## config.mk

```make
export PLATFORM = sky130hd
export DESIGN_NAME = opll_bus_writer_flat
export DESIGN_NICKNAME = d
export VERILOG_FILES = /design/src/rtl/opll_bus_pkg.sv /design/src/rtl/opll_bus_writer_if.sv /design/src/rtl/opll_wr_fifo.sv /design/src/rtl/opll_bus_writer.sv /design/src/flat_wrapper.sv
export SDC_FILE = /design/constraint.sdc
export NUM_CORES = 1
export LEC_CHECK = 0
export ABC_AREA = 1
export ABC_CLOCK_PERIOD_IN_PS = 2800
export CORE_MARGIN = 4
export CORE_UTILIZATION = 52
export CTS_CLUSTER_DIAMETER = 120
export DETAILED_ROUTE_END_ITERATION = 6
export GPL_ROUTABILITY_DRIVEN = 0
export PLACE_DENSITY = 0.74
export SLEW_MARGIN = 10
export SYNTH_ARGS = -nofsm -noshare
export SYNTH_HDL_FRONTEND = slang
export SYNTH_SLANG_ARGS = --single-unit
```

## constraint.sdc

```tcl
create_clock -name clk -period 2.8 [get_ports clk]
set_input_delay 0.28 -clock clk [delete_from_list [all_inputs] [get_ports clk]]
set_output_delay 0.28 -clock clk [all_outputs]
set_load 0.05 [all_outputs]
```

## src/rtl/opll_bus_pkg.sv

```systemverilog
// Shared types and constants for the OPLL host-side register write sequencer.
// Timing defaults are the OPLL post-write busy times in master clocks.
package opll_bus_pkg;

   localparam int unsigned BUS_DW = 8;
   localparam int unsigned BUS_AW = 8;
   localparam int unsigned REQ_W  = BUS_AW + BUS_DW;

   localparam int unsigned OPLL_ADDR_WAIT = 12;
   localparam int unsigned OPLL_DATA_WAIT = 84;

   typedef enum logic [2:0] {
      StIdle,
      StASetup,
      StAStrobe,
      StAWait,
      StDSetup,
      StDStrobe,
      StDWait
   } wr_state_e;

   function automatic int unsigned max4(input int unsigned a, input int unsigned b,
                                        input int unsigned c, input int unsigned d);
      int unsigned m;
      m = a;
      if (b > m) m = b;
      if (c > m) m = c;
      if (d > m) m = d;
      return m;
   endfunction

   // Counter load for an N-cycle phase; a zero-length phase still takes one cycle.
   function automatic int unsigned cyc_load(input int unsigned n);
      return (n == 0) ? 0 : n - 1;
   endfunction

endpackage

```

## src/rtl/opll_bus_writer_if.sv

```systemverilog
// Host request stream plus the OPLL 8-bit write bus (CS/WR active high here).
interface opll_bus_writer_if;
   import opll_bus_pkg::*;

   logic              in_valid;
   logic              in_ready;
   logic [BUS_AW-1:0] in_addr;
   logic [BUS_DW-1:0] in_data;
   logic [BUS_DW-1:0] bus_d;
   logic              bus_a0;
   logic              bus_cs;
   logic              bus_wr;

   modport master (
      output in_valid, in_addr, in_data,
      input  in_ready, bus_d, bus_a0, bus_cs, bus_wr
   );

   modport slave (
      input  in_valid, in_addr, in_data,
      output in_ready, bus_d, bus_a0, bus_cs, bus_wr
   );

endinterface

```

## src/rtl/opll_wr_fifo.sv

```systemverilog
// Write-request FIFO; pointers carry an extra wrap bit to tell full from empty.
module opll_wr_fifo
   import opll_bus_pkg::*;
#(
   parameter int unsigned DEPTH = 4,
   parameter int unsigned WIDTH = REQ_W
) (
   input  logic                           clk,
   input  logic                           rst_n,
   input  logic                           push,
   input  logic [WIDTH-1:0]               wdata,
   input  logic                           pop,
   output logic [WIDTH-1:0]               rdata,
   output logic                           full,
   output logic                           empty,
   output logic [$clog2(DEPTH+1)-1:0]     level
);

   localparam int unsigned AW = $clog2(DEPTH);
   localparam int unsigned LW = $clog2(DEPTH + 1);

   logic [AW:0]      wptr_q, rptr_q;
   logic [WIDTH-1:0] mem_q [DEPTH];
   logic             do_push, do_pop;

   // A push is refused when full even if a pop happens in the same cycle.
   assign do_push = push && !full;
   assign do_pop  = pop && !empty;

   always_ff @(posedge clk or negedge rst_n) begin
      if (!rst_n) begin
         wptr_q <= '0;
         rptr_q <= '0;
      end else begin
         if (do_push) wptr_q <= wptr_q + 1'b1;
         if (do_pop)  rptr_q <= rptr_q + 1'b1;
      end
   end

   always_ff @(posedge clk) begin
      if (do_push) mem_q[wptr_q[AW-1:0]] <= wdata;
   end

   assign rdata = mem_q[rptr_q[AW-1:0]];
   assign empty = (wptr_q == rptr_q);
   assign full  = (wptr_q[AW] != rptr_q[AW]) && (wptr_q[AW-1:0] == rptr_q[AW-1:0]);
   assign level = LW'(wptr_q - rptr_q);

endmodule

```

## src/rtl/opll_bus_writer.sv

```systemverilog
// Replays buffered (address, data) pairs onto the OPLL bus as an address write
// followed by a data write, honouring setup, strobe and post-write wait times.
module opll_bus_writer
   import opll_bus_pkg::*;
#(
   parameter int unsigned FIFO_DEPTH     = 4,
   parameter int unsigned SETUP_CYC      = 1,
   parameter int unsigned STROBE_CYC     = 4,
   parameter int unsigned ADDR_WAIT_CYC  = OPLL_ADDR_WAIT,
   parameter int unsigned DATA_WAIT_CYC  = OPLL_DATA_WAIT,
   parameter int unsigned SKIP_SAME_ADDR = 0
) (
   input  logic                              clk,
   input  logic                              rst_n,
   opll_bus_writer_if.slave                  bus,
   output logic                              busy,
   output logic [$clog2(FIFO_DEPTH+1)-1:0]   fifo_level,
   output logic                              done
);

   localparam int unsigned MaxCyc = max4(SETUP_CYC, STROBE_CYC, ADDR_WAIT_CYC, DATA_WAIT_CYC);
   localparam int unsigned CntW   = $clog2(MaxCyc + 1);

   typedef logic [CntW-1:0] cnt_t;

   localparam cnt_t SetupLd    = cnt_t'(cyc_load(SETUP_CYC));
   localparam cnt_t StrobeLd   = cnt_t'(cyc_load(STROBE_CYC));
   localparam cnt_t AddrWaitLd = cnt_t'(cyc_load(ADDR_WAIT_CYC));
   localparam cnt_t DataWaitLd = cnt_t'(cyc_load(DATA_WAIT_CYC));

   wr_state_e         state_q, state_d;
   cnt_t              cnt_q, cnt_d;
   logic [BUS_AW-1:0] addr_q, addr_d;
   logic [BUS_DW-1:0] data_q, data_d;
   logic [BUS_DW-1:0] bus_d_q, bus_d_d;
   logic              bus_a0_q, bus_a0_d;
   logic [BUS_AW-1:0] last_addr_q, last_addr_d;
   logic              cache_v_q, cache_v_d;

   logic              fifo_pop, fifo_full, fifo_empty;
   logic [REQ_W-1:0]  fifo_rdata;
   logic [BUS_AW-1:0] rd_addr;
   logic [BUS_DW-1:0] rd_data;
   logic              cnt_zero, addr_hit, strobe;

   opll_wr_fifo #(
      .DEPTH (FIFO_DEPTH),
      .WIDTH (REQ_W)
   ) u_fifo (
      .clk   (clk),
      .rst_n (rst_n),
      .push  (bus.in_valid),
      .wdata ({bus.in_addr, bus.in_data}),
      .pop   (fifo_pop),
      .rdata (fifo_rdata),
      .full  (fifo_full),
      .empty (fifo_empty),
      .level (fifo_level)
   );

   assign rd_addr  = fifo_rdata[REQ_W-1 -: BUS_AW];
   assign rd_data  = fifo_rdata[BUS_DW-1:0];
   assign cnt_zero = (cnt_q == '0);
   assign addr_hit = (SKIP_SAME_ADDR != 0) && cache_v_q && (rd_addr == last_addr_q);

   always_ff @(posedge clk or negedge rst_n) begin
      if (!rst_n) begin
         state_q     <= StIdle;
         cnt_q       <= '0;
         addr_q      <= '0;
         data_q      <= '0;
         bus_d_q     <= '0;
         bus_a0_q    <= 1'b0;
         last_addr_q <= '0;
         cache_v_q   <= 1'b0;
      end else begin
         state_q     <= state_d;
         cnt_q       <= cnt_d;
         addr_q      <= addr_d;
         data_q      <= data_d;
         bus_d_q     <= bus_d_d;
         bus_a0_q    <= bus_a0_d;
         last_addr_q <= last_addr_d;
         cache_v_q   <= cache_v_d;
      end
   end

   always_comb begin
      state_d     = state_q;
      cnt_d       = cnt_zero ? cnt_q : cnt_q - cnt_t'(1);
      addr_d      = addr_q;
      data_d      = data_q;
      bus_d_d     = bus_d_q;
      bus_a0_d    = bus_a0_q;
      last_addr_d = last_addr_q;
      cache_v_d   = cache_v_q;
      fifo_pop    = 1'b0;
      done        = 1'b0;

      unique case (state_q)
         StIdle: begin
            if (!fifo_empty) begin
               fifo_pop = 1'b1;
               addr_d   = rd_addr;
               data_d   = rd_data;
               cnt_d    = SetupLd;
               if (addr_hit) begin
                  state_d  = StDSetup;
                  bus_d_d  = rd_data;
                  bus_a0_d = 1'b1;
               end else begin
                  state_d  = StASetup;
                  bus_d_d  = rd_addr;
                  bus_a0_d = 1'b0;
               end
            end
         end
         StASetup: begin
            if (cnt_zero) begin
               state_d = StAStrobe;
               cnt_d   = StrobeLd;
            end
         end
         StAStrobe: begin
            last_addr_d = addr_q;
            cache_v_d   = 1'b1;
            if (cnt_zero) begin
               state_d = StAWait;
               cnt_d   = AddrWaitLd;
            end
         end
         StAWait: begin
            if (cnt_zero) begin
               state_d  = StDSetup;
               cnt_d    = SetupLd;
               bus_d_d  = data_q;
               bus_a0_d = 1'b1;
            end
         end
         StDSetup: begin
            if (cnt_zero) begin
               state_d = StDStrobe;
               cnt_d   = StrobeLd;
            end
         end
         StDStrobe: begin
            if (cnt_zero) begin
               state_d = StDWait;
               cnt_d   = DataWaitLd;
            end
         end
         StDWait: begin
            if (cnt_zero) begin
               done    = 1'b1;
               state_d = StIdle;
            end
         end
         default: state_d = StIdle;
      endcase
   end

   // CS and WR come straight from the state register so reset drops them at once.
   assign strobe       = (state_q == StAStrobe) || (state_q == StDStrobe);
   assign bus.bus_cs   = strobe;
   assign bus.bus_wr   = strobe;
   assign bus.bus_d    = bus_d_q;
   assign bus.bus_a0   = bus_a0_q;
   assign bus.in_ready = !fifo_full;
   assign busy         = !fifo_empty || (state_q != StIdle);

endmodule

```

## src/flat_wrapper.sv

```systemverilog
// flat-port wrapper written by rule: the top's interface ports become plain ports
module opll_bus_writer_flat import opll_bus_pkg::*;
#(
   parameter int unsigned FIFO_DEPTH     = 4,
   parameter int unsigned SETUP_CYC      = 1,
   parameter int unsigned STROBE_CYC     = 4,
   parameter int unsigned ADDR_WAIT_CYC  = OPLL_ADDR_WAIT,
   parameter int unsigned DATA_WAIT_CYC  = OPLL_DATA_WAIT,
   parameter int unsigned SKIP_SAME_ADDR = 0
)
  (clk, rst_n, busy, fifo_level, done, bus_in_valid, bus_in_addr, bus_in_data, bus_in_ready, bus_bus_d, bus_bus_a0, bus_bus_cs, bus_bus_wr);
  opll_bus_writer_if bus_i ();
  input  logic clk;
  input  logic rst_n;
  output logic busy;
  output logic [$clog2(FIFO_DEPTH+1)-1:0] fifo_level;
  output logic done;
  input wire logic [$bits(bus_i.in_valid)-1:0] bus_in_valid;
  input wire logic [$bits(bus_i.in_addr)-1:0] bus_in_addr;
  input wire logic [$bits(bus_i.in_data)-1:0] bus_in_data;
  output wire logic [$bits(bus_i.in_ready)-1:0] bus_in_ready;
  output wire logic [$bits(bus_i.bus_d)-1:0] bus_bus_d;
  output wire logic [$bits(bus_i.bus_a0)-1:0] bus_bus_a0;
  output wire logic [$bits(bus_i.bus_cs)-1:0] bus_bus_cs;
  output wire logic [$bits(bus_i.bus_wr)-1:0] bus_bus_wr;
  assign bus_i.in_valid = bus_in_valid;
  assign bus_i.in_addr = bus_in_addr;
  assign bus_i.in_data = bus_in_data;
  assign bus_in_ready = bus_i.in_ready;
  assign bus_bus_d = bus_i.bus_d;
  assign bus_bus_a0 = bus_i.bus_a0;
  assign bus_bus_cs = bus_i.bus_cs;
  assign bus_bus_wr = bus_i.bus_wr;
  opll_bus_writer #(.FIFO_DEPTH(FIFO_DEPTH), .SETUP_CYC(SETUP_CYC), .STROBE_CYC(STROBE_CYC), .ADDR_WAIT_CYC(ADDR_WAIT_CYC), .DATA_WAIT_CYC(DATA_WAIT_CYC), .SKIP_SAME_ADDR(SKIP_SAME_ADDR)) u_core (.clk(clk), .rst_n(rst_n), .bus(bus_i), .busy(busy), .fifo_level(fifo_level), .done(done));
endmodule
```

# [After elaboration in Yosys (flattened, before gate mapping)]
# Memory sizes are Yosys's and may differ from the RTL's.
# Index checks and enable logic that the tools add are counted.
[totals] ff_bits=33 memories=1 ram_bits=64
[mem_list] memory="u_core.u_fifo.mem_q" words=4 width=16 read_ports=1 rd_clocked_by_memory_dff=0 wr=1 line_no="opll_wr_fifo.sv:23" rtl="logic [WIDTH-1:0] mem_q [DEPTH];"
[op_classes] n_reduce_logical=15 n_eq_ne=16 mux=27 addsub=4 bitwise=1
[ops] op="two-way mux 7 bit" n=6
[ops] op="one-hot mux 7 bit (5 select lines)" n=1
[ops] op="two-way mux 3 bit" n=7
[ops] op="one-hot mux 3 bit (7 select lines)" n=1
[ops] op="two-way mux 8 bit" n=2
[ops] op="one-hot mux 8 bit (2 select lines)" n=1
[ops] op="!= test 2 x 1 -> 1 bit, second input constant" n=6
[ops] op="equality test 3 bit, second input constant" n=3
[ops] op="two-way mux 1 bit" n=8
[ops] op="logical NOT 7 bit" n=1
[ops] op="AND reduction 7 bit" n=1
[ops] op="subtractor 7 x 1 -> 7 bit, second input constant" n=1
[ops] op="adder 3 x 1 -> 3 bit, second input constant" n=2
[ops] op="equality test 3 x 2 -> 1 bit, second input constant" n=2
[ops] op="equality test 3 x 1 -> 1 bit, second input constant" n=1
[ops] op="equality test 3 bit" n=1
[ops] op="logical AND 1 bit" n=3
[ops] op="logical NOT 3 bit" n=1
[ops] op="AND reduction 3 bit" n=1
[ops] op="nonzero test 3 bit" n=1
[ops] op="subtractor 3 bit" n=1
[ops] op="equality test 2 bit" n=1
[ops] op="logical NOT 1 bit" n=2
[ops] op="logical OR 1 bit" n=2
[ops] op="7 further kinds" n=7

# [Longest topological paths before layout]
# Gate-level depths: netlist (run 1).
[logic_depth] word_depth=6 depth_mapped=12

# [Cells and area by module]
# Synthesis (run 1) repeated with hierarchy kept, for this count alone.
[unflattened] hier_cells=422 hier_area_um2=4401.7
[by_module_without_submodules] mod="opll_wr_fifo" n_inst=1 cells_each=217 area_per_inst_um2=2826.5
[by_module_without_submodules] mod="opll_bus_writer" n_inst=1 cells_each=205 area_per_inst_um2=1575.3

# [Least setup slack after synthesis (run 1)]
# OpenSTA, ideal clock, no wires.
[synth_path] path_type="reg2reg" from="register u_core.u_fifo.rptr_q[1]" to="memory u_core.u_fifo.mem_q[3][0] in the netlist's numbering (enable)" path_stages_with_launch=10 t_required_ns=2.409 setup_time_ns=0.391 period_less_slack_ns=3.096 path_slack_ns=-0.296 t_arrival_ns=2.705 cell_sequence="dfrtp_1 -> buf_2 -> clkinv_1 -> buf_2 -> ha_1 -> nand2_1 -> inv_1 -> nand2_1 -> nand2_1 -> nor2_1"
[synth_via] elab_chain_cells=6
[synth_lines] item="start, declared" line_no="opll_wr_fifo.sv:22" rtl="logic [AW:0] wptr_q, rptr_q;"
[synth_lines] item="start signal, assigned" line_no="opll_wr_fifo.sv:36" rtl="if (do_pop) rptr_q <= rptr_q + 1'b1;"
[synth_lines] item="equality test 2 bit" line_no="opll_wr_fifo.sv:46" rtl="assign full = (wptr_q[AW] != rptr_q[AW]) && (wptr_q[AW-1:0] == rptr_q[AW-1:0]);"
[synth_lines] item="logical AND 1 bit" line_no="opll_wr_fifo.sv:46"
[synth_lines] item="logical NOT 1 bit"
[synth_lines] item="net bus_in_ready" line_no="flat_wrapper.sv:21" rtl="output wire logic [$bits(bus_i.in_ready)-1:0] bus_in_ready;"
[synth_lines] item="logical AND 1 bit" line_no="opll_wr_fifo.sv:27" rtl="assign do_push = push && !full;"
[synth_lines] item="two-way mux 1 bit" line_no="opll_wr_fifo.sv:41" rtl="if (do_push) mem_q[wptr_q[AW-1:0]] <= wdata;"
[synth_lines] item="two-way mux 1 bit (not written as such)" line_no="opll_wr_fifo.sv:41"
[synth_lines] item="end, declared" line_no="opll_wr_fifo.sv:23"
# The timed path passes the listed nets, and every way through them passes these cells.

# [Final worst setup path (run 1)]
[layout_path] from="register u_core.cnt_q[0]" to="output port done"
[layout_via] elab_chain_cells=3
[layout_lines] item="start, declared" line_no="opll_bus_writer.sv:32" rtl="cnt_t cnt_q, cnt_d;"
[layout_lines] item="start signal, assigned" line_no="opll_bus_writer.sv:78" rtl="cnt_q <= cnt_d;"
[layout_lines] item="logical NOT 7 bit" line_no="opll_bus_writer.sv:63" rtl="assign cnt_zero = (cnt_q == '0);"
[layout_lines] item="two-way mux 1 bit" line_no="opll_bus_writer.sv:153" rtl="if (cnt_zero) begin"
[layout_lines] item="two-way mux 1 bit" line_no="opll_bus_writer.sv:100" rtl="unique case (state_q)"
[layout_lines] item="end, declared" line_no="flat_wrapper.sv:17" rtl="output logic done;"
# No other way between the ends.

==> impl_metrics.yaml, run 1 <==
critical_path:
  path_buf_inv: 3
  required_ns: 2.52
  setup.worst_path.end_class: "primary output"
  critPathSlowestCell: "clkdlybuf4s50_1"
  startpoint_type: "flip-flop"
  cp_max_fo: 5
  worst_r2r_path_depth: 7
  crit_arrival_ns: 2.28
  worstReg2RegEnd: "u_core.u_fifo.mem_q[3][9]"
  path_depth: 7
  r2r_start: "u_core.u_fifo.wptr_q[0]"
  cp_top_family: "buffers and inverters"
  path_common_cell: "inv_1"
  max_stage_delay_ns: 0.83
  path_cells: "inv_1, ha_1, inv_1, nor2_1, nand3_1, nor3_1, clkdlybuf4s50_1"
  worstSetupPathType: "reg -> out"
  ff2ff_setup_slack_ns: 0.61
sta:
  min_period_ns: 2.56
  post-route-period-util_pct: 91.6
  hold-worst-slack_ns: 0.315
  slew_headroom_pct: 34.4
  clock.fmax_mhz: 390
  finClkSkew_ns: 0.0144
  rsz0062_at_grt: "no"
  tightest_slew_ns: 0.983
  final-setup-viol-count: 0
  finalMaxSlewViolations: 0
  worst_slack_ns: 0.236
  final_hold_viol_count: 0
drt:
  drt-met1-wl_um: 3640
  wl_um: 8120
  routedWlPerCell_um: 14.7
  via_count: 2865
  wl_met3_um: 304
  ant_nets: 0
  drtPass1Iterations: 5
  wl_met2_um: 4090
  drc: 0
  highest_layer: "met4"
  viasPerCell: 5.20
  drt_iter0_drc: 193
cts:
  ctsHoldBuffers: 0
  ctsResizeCount: 0
  clk_pin_slew_ns: 0.10
  cts_tree: "built"
  cts_setup_buffers: 0
  insertion_delay_ns: 0.35
  cts-buffers-inserted: 9
  cts.sinks: 97
  htreeDepth: 3
  root_buffer: "clkbuf_8"
  clockBufferDepth: 2
global_route:
  grt-ovfl-total: 0
  grt_pass1_wl_um: 13400
  track_usage_pct: 17.4
  grt_pass1_vias: 2697
  antenna_found_initial: 0
  grt_max_degree: 35
power:
  p_leak_nw: 2.03
  powerDensity_mw_per_mm2: 701
  pwr-share-comb_pct: 21.6
  ir_worst_vdd_mv: 0.481
  p_clk_share_pct: 26.5
  p_switching_mw: 1.03
  swShare_pct: 29.4
  seqPwrFrac_pct: 51.8
  p_int_mw: 2.47
placement:
  dp_hpwl_um: 5370
  place_ws_ns: 0.591
  numPortBuffers: 35
worst_hold_path:
  hp-class: "in -> async"
floorplanning:
  fp-row-count: 32
  die_h_um: 98.8
  ios: 36
  dieArea_mm2: 0.00977
  start_util_pct: 54.4
  core_area_mm2: 0.00789
  die_w_um: 98.8
finish:
  fillers: 620
  final_cell_mix: "nand2_1 (103), edfxtp_1 (64), nand3_1 (36)"
  area_growth_pct: 16.3
  diodes: 0
  nets: 475
  layout-drive-gt1-share_pct: 10.0
  layout_commonest_cell: "nand2_1"
synth:
  ys_types: 32
  seq_area_frac_synth_pct: 64.1
  syn_area_mm2: 0.00429
  synth_area_per_cell_um2: 10.5
  synth_cells: 408
  synth_warnings: 0
  synth_seq_cells: 97
  syn_nets: 439
run_status:
  status: "finished, final reports clean"
job:
  max-cap-violations: 0
## state kept, by name, summed over array words and instances, names as in the netlist
name                  count
u_core.bus.bus_a0         1
u_core.bus.bus_d          8
u_core.cnt_q              7
u_core.data_q             8
u_core.state_q            3
u_core.u_fifo.mem_q      64
u_core.u_fifo.rptr_q      3
u_core.u_fifo.wptr_q      3
## power by group through the flow
stage                     clock [mW]  sequential (mW)  combinational (mW)
after floorplan                    0             1.83               0.441
final                          0.927             1.81               0.756
after detailed placement           0             1.84               0.769
after CTS                      0.941             1.81               0.771
after global routing            1.01             1.83               0.829
after global placement             0             1.84               0.759
## Yosys cell counts, drive strengths merged
| cell | count | area (um2) |
|---|---|---|
| a21oi | 7 | 35.0 |
| a22oi | 1 | 7.51 |
| buf | 12 | 78.8 |
| clkbuf | 6 | 22.5 |
| clkinv | 1 | 3.75 |
| dfrtp | 33 | 826 |
| edfxtp | 64 | 1920 |
| fa | 1 | 20.0 |
| ha | 11 | 138 |
| inv | 36 | 135 |
| nand2 | 107 | 417 |
| nand3 | 38 | 208 |
| nand3b | 1 | 7.51 |
| nand4 | 2 | 12.5 |
| nor2 | 33 | 136 |
| nor3 | 1 | 5.00 |
| o211ai | 3 | 22.5 |
| o21ai | 36 | 184 |
| o22ai | 8 | 50.1 |
| or2 | 1 | 6.26 |
| xor2 | 6 | 52.6 |
## cells by family after synthesis
| family | count (synthesis) | synth area share, % |
|---|---|---|
| adder cells (fa/ha/maj) | 12 | 3.68 |
| buffers and inverters | 55 | 5.60 |
| AO/OA/AOI/OAI | 55 | 6.97 |
| flip-flops | 97 | 64.1 |
| AND/OR/NAND/NOR | 183 | 18.5 |
| XOR/XNOR | 6 | 1.23 |
## area by class of cell
| class | count | area, um2 | share of cell area, % |
|---|---|---|---|
| Clock buffer | 9 | 124 | 2.48 |
| Multi-Input combinational cell | 256 | 1320 | 26.4 |
| Timing Repair Buffer | 43 | 450 | 9.03 |
| Inverter | 37 | 139 | 2.78 |
| Tap cell | 102 | 128 | 2.56 |
| Clock inverter | 7 | 83.8 | 1.68 |
| Sequential cell | 97 | 2750 | 55.1 |
## worst reg2reg max path, stage by stage, from the launching register on
cell	delay, ns
dfrtp_1	0.41
inv_1	0.14
ha_1	0.26
nand2_1	0.08
inv_1	0.07
nand2_1	0.13
nand2_1	0.23
nor2_4	0.51
## per-layer routing
| layer | global-route usage [%] | vias to the layer above |
|---|---|---|
| met2 | 29.2 | 61 |
| met3 | 3.47 | 9 |
| li1 | - | 1435 |
| met5 | 0 | - |
| met1 | 23.2 | 1360 |
| met4 | 4.52 | 0 |
## stage by stage
step | cell area [um2] | std cells | TNS, ns | power (mW) | util (%)
2_1_floorplan | 4300 | 408 | -3.53 | 2.27 | -
3_3_place_gp | 4780 | 535 | 0 | 2.59 | 60.6
3_5_place_dp | 4780 | 535 | 0 | 2.61 | 60.6
4_1_cts | 4990 | 551 | 0 | 3.52 | 63.2
5_1_grt | 4990 | 551 | 0 | 3.66 | 63.2
6_report | 4990 | 551 | 0 | 3.50 | 63.2
## how the worst max path moves through the flow
stage,slack (ns),endpoint,start
global route,0.09,done,u_core.cnt_q[0]
global placement,0.67,u_core.u_fifo.mem_q[3][13],u_core.u_fifo.wptr_q[0]
floorplan,-0.07,u_core.u_fifo.mem_q[2][0],u_core.u_fifo.rptr_q[1]
CTS,0.21,done,u_core.cnt_q[0]
detailed placement,0.59,u_core.u_fifo.mem_q[3][12],u_core.u_fifo.wptr_q[0]
finish,0.24,done,u_core.cnt_q[0]
Power figures use the tool's default switching activity.
==> inputs of run 2 (changes only) <==
Settings changed: CTS_CLUSTER_SIZE set to 8, GPL_ROUTABILITY_DRIVEN 0 to not set.
==> results of run 2 <==
Same layout as run 1: the final DEF is identical, and so are final timing and power.
==> inputs of run 3 (changes only) <==
Settings changed: CORE_MARGIN 4 to 1.
==> run 3 against run 2 <==
  * Count of clock-buffer cells in the layout unchanged
  * Clock skew shrank 0.0044 ns
  * Clock power about the same
  * Via count up 1.7%
  * First-iteration DRC count increased by 5.7%
  * Final cell count is 0.18% higher
  * Sequential share of layout area fell by 0.14 points
  * Critical path depth did not move
  * Sequential power about the same
  * Register-to-register slack about the same
  * Non-clock buffer count up 1
==> impl_metrics.yaml, run 3 (synthesis results as in run 1) <==
run_status:
  status: "finished, final reports clean"
power:
  powerDensity_mw_per_mm2: 700
  ir_worst_vdd_mv: 0.407
  p_leak_nw: 2.04
placement:
  place.gp.congestion: 0.833
  numPortBuffers: 35
  dp_hpwl_um: 5350
  dp.cells: 536
  place_ws_ns: 0.599
sta:
  worst_slack_ns: 0.265
  clock.fmax_mhz: 395
  finClkSkew_ns: 0.00998
  post-route-period-util_pct: 90.5
  final_hold_viol_count: 0
  setup_tns_ns: 0
  final-setup-viol-count: 0
  min_period_ns: 2.53
  hold-worst-slack_ns: 0.322
  rsz0062_at_grt: "no"
  finalMaxSlewViolations: 0
  slew_headroom_pct: 63.3
  tightest_slew_ns: 0.549
cts:
  ctsResizeCount: 0
  cts_setup_buffers: 0
  cts-buffers-inserted: 9
  clk_pin_slew_ns: 0.09
  cts_tree: "built"
  cts.sinks: 97
  htreeDepth: 3
  insertion_delay_ns: 0.36
  clockBufferDepth: 2
  root_buffer: "clkbuf_8"
  ctsHoldBuffers: 0
drt:
  drtPass1Iterations: 5
  ant_nets: 0
  viasPerCell: 5.28
  routedWlPerCell_um: 14.9
  highest_layer: "met4"
  wl_met2_um: 4300
  drt_iter0_drc: 204
  via_count: 2913
  wl_um: 8240
  wl_met3_um: 424
  drc: 0
  drt-met1-wl_um: 3430
finish:
  nets: 476
  diodes: 0
  largest_reg_flops: 64
  layout_commonest_cell: "nand2_1"
  finish.utilization_pct: 63.7
  area_growth_pct: 16.6
  final_cell_mix: "nand2_1 (103), edfxtp_1 (64), nand3_1 (36)"
  layout.cells.non_filler: 552
  layout-drive-gt1-share_pct: 10.2
critical_path:
  worstSetupPathType: "reg -> out"
  startpoint_type: "flip-flop"
  cp_max_fo: 5
  setup.worst_path.end_class: "primary output"
  crit_arrival_ns: 2.25
  required_ns: 2.52
global_route:
  antenna_found_initial: 0
  grt-ovfl-total: 0
  grt_pass1_vias: 2830
  grt_pass1_wl_um: 13400
  track_usage_pct: 20.6
  grt_max_degree: 35
floorplanning:
  ios: 36
  fp-row-count: 32
  die_w_um: 92.8
  die_h_um: 92.8
  start_util_pct: 54.7
  dieArea_mm2: 0.00862
  core_area_mm2: 0.00785
job:
  max-cap-violations: 0
worst_hold_path:
  hp-class: "in -> async"
[run 3: cell count changes in the layout (fill, tap and decap cells not counted)]
cell,previous run,this run
buf_4,8,9
clkinv_4,1,2
clkinv_8,0,1
inv_6,3,2
inv_8,1,0
[run 3: layer usage]
| metal | global-route usage (%) | vias to the layer above |
|---|---|---|
| met1 | 24.8 | 1398 |
| met5 | 0 | - |
| li1 | - | 1431 |
| met2 | 36.3 | 75 |
| met4 | 6.92 | 0 |
| met3 | 4.84 | 9 |
[run 3: power breakdown]
group	switching (mW)	total, mW	internal (mW)
logic	0.476	0.759	0.283
registers	0.0604	1.81	1.75
clock network	0.499	0.928	0.429
[run 3: metrics by stage]
stage,total power [mW],instance area (um2)
5_1_grt,3.65,5000
4_1_cts,3.53,5000
2_1_floorplan,2.27,4300
6_report,3.50,5000
3_5_place_dp,2.61,4790
3_3_place_gp,2.59,4790
[run 3: critical path: stages, from the launching register on]
cell and delay, ns:
dfrtp_1 0.39, inv_1 0.14, ha_1 0.19, inv_1 0.04, nor2_1 0.08, nand3_1 0.10
nor3_1 0.14, clkdlybuf4s50_1 0.82
[run 3: cell type report]
| cell class | instances | area, um2 |
|---|---|---|
| inverters | 37 | 139 |
| repair buffers | 44 | 458 |
| clock buffers | 9 | 124 |
| multi-input cells | 256 | 1320 |
| well taps | 102 | 128 |
| flip-flops and latches | 97 | 2750 |
| fillers | 644 | 2850 |
| clock inverters | 7 | 88.8 |
[run 3: final timing paths]
path / end / depth (start not counted) / slack (ns) / from
min reg2reg: u_core.bus.bus_d[3] / 2 / 0.49 / u_core.bus.bus_d[3]
max in group asynchronous: u_core.data_q[3] / 2 / 2.16 / rst_n
min in group clk: u_core.bus.bus_d[3] / 2 / 0.49 / u_core.bus.bus_d[3]
max reg2reg: u_core.u_fifo.mem_q[3][11] / 7 / 0.61 / u_core.u_fifo.wptr_q[0]
max: done / 7 / 0.27 / u_core.cnt_q[0]
min: u_core.cnt_q[5] / 2 / 0.32 / rst_n
